## config.mk

```make
export PLATFORM = sky130hd
export DESIGN_NAME = alu_issue_stage
export DESIGN_NICKNAME = d
export VERILOG_FILES = /design/src/rtl/alu_issue_stage.sv
export SDC_FILE = /design/constraint.sdc
export NUM_CORES = 1
export LEC_CHECK = 0
export ABC_AREA = 0
export CORE_ASPECT_RATIO = 0.8
export CORE_MARGIN = 8
export CORE_UTILIZATION = 43
export DETAILED_ROUTE_END_ITERATION = 6
export PLACE_DENSITY_LB_ADDON = 0.1
export SETUP_SLACK_MARGIN = 0.02
export SYNTH_ARGS = -nofsm -noshare
export SYNTH_HDL_FRONTEND = slang
export SYNTH_SLANG_ARGS = --single-unit
```

## constraint.sdc

```tcl
create_clock -name clk -period 2.7 [get_ports clk]
set_input_delay 0.54 -clock clk [delete_from_list [all_inputs] [get_ports clk]]
set_output_delay 0.54 -clock clk [all_outputs]
set_load 0.01 [all_outputs]
```

## src/rtl/alu_issue_stage.sv

```systemverilog
// ALU issue stage: decodes a MIPS instruction into ALU operands
// and registers them for the execute stage.
module alu_issue_stage (
  input  logic        clk,
  input  logic        reset,
  input  logic        in_valid,
  input  logic [31:0] instr,
  input  logic [31:0] rs_data,
  input  logic [31:0] rt_data,
  input  logic        stall,
  input  logic        flush,
  output logic        in_ready,
  output logic        out_valid,
  output logic [3:0]  alu_cnt,
  output logic [31:0] input1,
  output logic [31:0] input2,
  output logic [4:0]  shamt,
  output logic [4:0]  dest_reg,
  output logic        reg_write,
  output logic        illegal,
  output logic [15:0] issue_count
);

  typedef struct packed {
    logic [3:0]  cnt;
    logic [31:0] in1;
    logic [31:0] in2;
    logic [4:0]  sh;
    logic [4:0]  dest;
    logic        wr;
    logic        ill;
  } dec_t;

  localparam logic [3:0] ALU_ADD = 4'b0000;
  localparam logic [3:0] ALU_SUB = 4'b0001;
  localparam logic [3:0] ALU_NOT = 4'b0010;
  localparam logic [3:0] ALU_SLL = 4'b0011;
  localparam logic [3:0] ALU_SRL = 4'b0100;
  localparam logic [3:0] ALU_AND = 4'b0101;
  localparam logic [3:0] ALU_OR  = 4'b0110;
  localparam logic [3:0] ALU_SLT = 4'b0111;

  logic [5:0]  opcode;
  logic [5:0]  funct;
  logic [31:0] sext;
  logic [31:0] zext;
  logic        ok;
  dec_t        d;
  logic        unused_rs_idx;

  assign opcode        = instr[31:26];
  assign funct         = instr[5:0];
  assign sext          = {{16{instr[15]}}, instr[15:0]};
  assign zext          = {16'b0, instr[15:0]};
  assign unused_rs_idx = ^instr[25:21];
  assign in_ready      = !stall;

  always_comb begin
    d  = '0;
    ok = 1'b1;
    unique case (opcode)
      6'h00: begin
        d.dest = instr[15:11];
        d.wr   = 1'b1;
        d.in1  = rs_data;
        d.in2  = rt_data;
        unique case (funct)
          6'h20: d.cnt = ALU_ADD;
          6'h22: d.cnt = ALU_SUB;
          6'h27: d.cnt = ALU_NOT;
          6'h24: d.cnt = ALU_AND;
          6'h25: d.cnt = ALU_OR;
          6'h2A: d.cnt = ALU_SLT;
          6'h00, 6'h02: begin
            d.cnt = (funct == 6'h00) ? ALU_SLL : ALU_SRL;
            d.in1 = rt_data;
            d.in2 = '0;
            d.sh  = instr[10:6];
          end
          default: ok = 1'b0;
        endcase
      end
      6'h08, 6'h23: begin
        d.cnt = ALU_ADD;
        d.in2 = sext;
        d.wr  = 1'b1;
      end
      6'h2B: begin
        d.cnt = ALU_ADD;
        d.in2 = sext;
      end
      6'h0A: begin
        d.cnt = ALU_SLT;
        d.in2 = sext;
        d.wr  = 1'b1;
      end
      6'h0C: begin
        d.cnt = ALU_AND;
        d.in2 = zext;
        d.wr  = 1'b1;
      end
      6'h0D: begin
        d.cnt = ALU_OR;
        d.in2 = zext;
        d.wr  = 1'b1;
      end
      6'h04: begin
        d.cnt = ALU_SUB;
        d.in2 = rt_data;
      end
      default: ok = 1'b0;
    endcase
    if (opcode != 6'h00) begin
      d.in1  = rs_data;
      d.dest = instr[20:16];
    end
    // Unsupported encodings still issue, but carry no operands.
    if (!ok) begin
      d     = '0;
      d.ill = 1'b1;
    end
    if (!in_valid) d = '0;
    if (d.dest == 5'd0) d.wr = 1'b0;
  end

  always_ff @(posedge clk) begin
    if (reset) begin
      out_valid   <= 1'b0;
      alu_cnt     <= '0;
      input1      <= '0;
      input2      <= '0;
      shamt       <= '0;
      dest_reg    <= '0;
      reg_write   <= 1'b0;
      illegal     <= 1'b0;
      issue_count <= '0;
    end else if (flush) begin
      out_valid   <= 1'b0;
      alu_cnt     <= '0;
      input1      <= '0;
      input2      <= '0;
      shamt       <= '0;
      dest_reg    <= '0;
      reg_write   <= 1'b0;
      illegal     <= 1'b0;
    end else if (!stall) begin
      out_valid   <= in_valid;
      alu_cnt     <= d.cnt;
      input1      <= d.in1;
      input2      <= d.in2;
      shamt       <= d.sh;
      dest_reg    <= d.dest;
      reg_write   <= d.wr;
      illegal     <= d.ill;
      issue_count <= issue_count + 16'(in_valid);
    end
  end

endmodule

```

==> run_results.csv <==
group,metric,value,unit
placed_design,globalplace.congestion,0.946,
floorplan,pin_count,199,
route,wl_per_cell,18.9,µm
worst_setup_path,worstSetupEndpointType,"flop",
logic_synthesis,netlist_instances,525,
cts,clockBufferDepth,2,
logic_synthesis,synth_top_area_share,42.1,%
cts,numCtsBuffers,9,
global_routing,antenna_found_initial,0,
final_layout,num-nets-final,826,
route,drt_pass1_iterations,5,
global_routing,overflow,0,
route,viasPerCell,5.47,
logic_synthesis,yosysTopAreaCell,"dfxtp_1",
logic_synthesis,ys_seq_elements,96,
logic_synthesis,ys_warn_count,0,
logic_synthesis,syn_area,4560,µm²
timing,relSlewSlack,60.4,%
route,num_vias,4745,
final_layout,fill_cells,824,
timing,rsz0062_at_grt,"false",
logic_synthesis,synth_flop_cell,"dfxtp_1",
global_routing,grt_pass1_vias,4833,
power,p_leak,2.42,nW
power,pwr_density_cell,421,nW/µm²
global_routing,grt_util_all_layers,22.2,%
cts,cts_tree,"yes",
floorplan,die_w,131,µm
cts,cts_root_buffer,"clkbuf_16",
power,ir_drop,397,µV
cts,cts.sinks,96,
min_path,min-delay-start,"input1[30]",
floorplan,core-area,10300,µm²
logic_synthesis,synth_edf_count,0,
worst_setup_path,r2r-start,"issue_count[7]",
cts,clk_latency,0.33,ns
placed_design,dp_hpwl,12400,µm
floorplan,die-area,14200,µm²
min_path,worstHoldEndpoint,"input1[30]",
final_layout,postLayoutCoreUtil,69.2,%
global_routing,grt_max_degree,47,
timing,fmax,382,MHz
logic_synthesis,yosysSeqAreaShare,42.1,%
final_layout,area_delta_synth_final,56.0,%
floorplan,start_util,44.4,%
route,drtAntennaViolNets,0,
cts,postCtsHoldBufs,0,
min_path,hp-class,"flop to flop",
timing,setup_viol,0,
cts,clkTransAtPathRegs,0.06,ns
worst_setup_path,crit_required,2.92,ns
cts,htreeDepth,3,
route,routed_wl,16400,µm
placed_design,numPortBuffers,192,
timing,fin_crit,2.62,ns
logic_synthesis,avgSynthCellArea,8.69,µm²
worst_setup_path,start_kind,"input pin",
worst_setup_path,reg2regPathDepth,5,
run_status,status,"complete, no violations",
timing,fin_crit_sh,97.0,%
final_layout,reg_top3,"input1: 32 flops, input2: 32 flops, issue_count: 16 flops",
floorplan,die-height,108,µm
worst_setup_path,path_max_fanout,16,
route,drc,0,
worst_setup_path,r2r_slack,1.01,ns
final_layout,insertedDiodeCount,0,
final_layout,drive_gt1_share,8.65,%
logic_synthesis,ys_types,55,
worst_setup_path,criticalPathCategory,"input pin to flop",
logic_synthesis,yosys-top-cells-area,"dfxtp_1 42%, mux2i_1 7.9%, nand2_1 6.1%",
timing,drv_slew,0,
logic_synthesis,syn_nets,628,
timing,whs,0.446,ns
logic_synthesis,synthArstFlopShare,0,%
timing,tightest_slew,0.593,ns
route,drtIter0Drc,401,
worst_setup_path,cp-startpoint,"instr[26]",
global_routing,grt_pass1_wl,25700,µm
worst_setup_path,rr_endpoint,"issue_count[15]",
job,cap_viol_max_count,0,
timing,hold_viol_final,0,
worst_setup_path,crit_arrival,2.84,ns
min_path,min_path_cells,2,
timing,finClkSkew,0.00163,ns
floorplan,fp-row-count,33,
kinds of logic (layout without fill, tap and decap cells):
group / Yosys count / count (layout) / synth area share (%)
compound gates: 173 / 173 / 25.3
simple gates: 149 / 149 / 15.1
flops: 96 / 96 / 42.1
buf+inv: 53 / 256 / 5.95
mux: 38 / 38 / 8.39
xor+xnor: 13 / 13 / 2.50
fa+ha+maj: 2 / 2 / 0.548
other cells: 1 / 1 / 0.0822
cell type report:
cell class / count / area (µm²) / share of cell area (%)
inverter: 10 / 37.5 / 0.528
clock buffer: 12 / 246 / 3.46
sequential: 96 / 1920 / 27.0
clock inverter: 4 / 28.8 / 0.404
multi-input combinational: 376 / 2400 / 33.7
tap: 140 / 175 / 2.46
timing repair buffer: 230 / 2310 / 32.4
worst max-delay path, stage by stage:
cell             delay, ns
clkdlybuf4s50_1       0.43
or4_4                 0.56
or3_1                 0.39
nor3b_4               0.31
buf_12                0.21
mux2i_1               0.29
o21ai_1               0.08
how the worst max path moves through the flow:
stage                             to
after floorplan           input1[16]
after global placement    input1[29]
after detailed placement  input1[29]
after CTS                 input1[29]
after global routing      input1[29]
final                     input1[29]
synth_stat cells, types with 3 or more instances:
master,number
inv_1,10
clkbuf_1,34
o21ai_1,27
a32o_1,7
mux2i_1,36
nand2b_1,3
o21ai_0,17
dfxtp_1,96
a211o_1,18
nand2_1,74
nor3_1,8
nor2_1,29
a41o_1,5
nand4_1,3
xor2_1,4
xnor2_1,9
a22o_1,14
o211ai_1,12
o22ai_1,4
a32oi_1,5
nor2b_1,3
nor4_1,3
a21oi_1,52
or3_1,5
nand3_1,5
buf_6,3
per-stage QoR:
step | cell area (µm²) | setup slack (ns) | std cells | power (W) | setup TNS (ns)
2_1_floorplan | 4560 | 0.219 | 525 | 0.00159 | 0
3_3_place_gp | 6840 | -0.232 | 852 | 0.00182 | -6.05
3_5_place_dp | 6840 | -0.249 | 852 | 0.00182 | -7.29
4_1_cts | 7120 | 0.0883 | 868 | 0.00302 | 0
5_1_grt | 7120 | 0.0202 | 868 | 0.00310 | 0
6_report | 7120 | 0.0811 | 868 | 0.00300 | 0
metal layers:
layer	global-route usage, %	part of all wire, %	routed length (µm)
met1	27.4	44	7160
met5	0	0	0
met2	37.9	49	7970
met3	6.30	6.3	1040
met4	5.05	1.5	252
power by group:
part | leakage (nW) | internal [W] | total [W] | switching, W
Combinational | 1.52 | 0.000203 | 0.000374 | 0.000171
Clock | 0.129 | 0.000653 | 0.00120 | 0.000548
Sequential | 0.773 | 0.00142 | 0.00142 | 0.00000256
Total | 2.42 | 0.00228 | 0.00300 | 0.000721
cell usage in the layout (no fill, tap or decap), types with 10 or more instances in the layout:
cell,count
clkdlybuf4s50_1,192
dfxtp_1,96
nand2_1,74
a21oi_1,52
mux2i_1,36
buf_4,30
nor2_1,28
o21ai_1,26
a211o_1,18
o21ai_0,17
a22o_1,14
o211ai_1,12
inv_1,10
repair_timing:
action / CTS / global route
resized for setup: 0 / 0
setup endpoints to repair: 0 / 2
hold endpoints to repair: 0 / 0
setup buffers: 0 / 0
No activity file was read; power rests on OpenSTA's default activity.
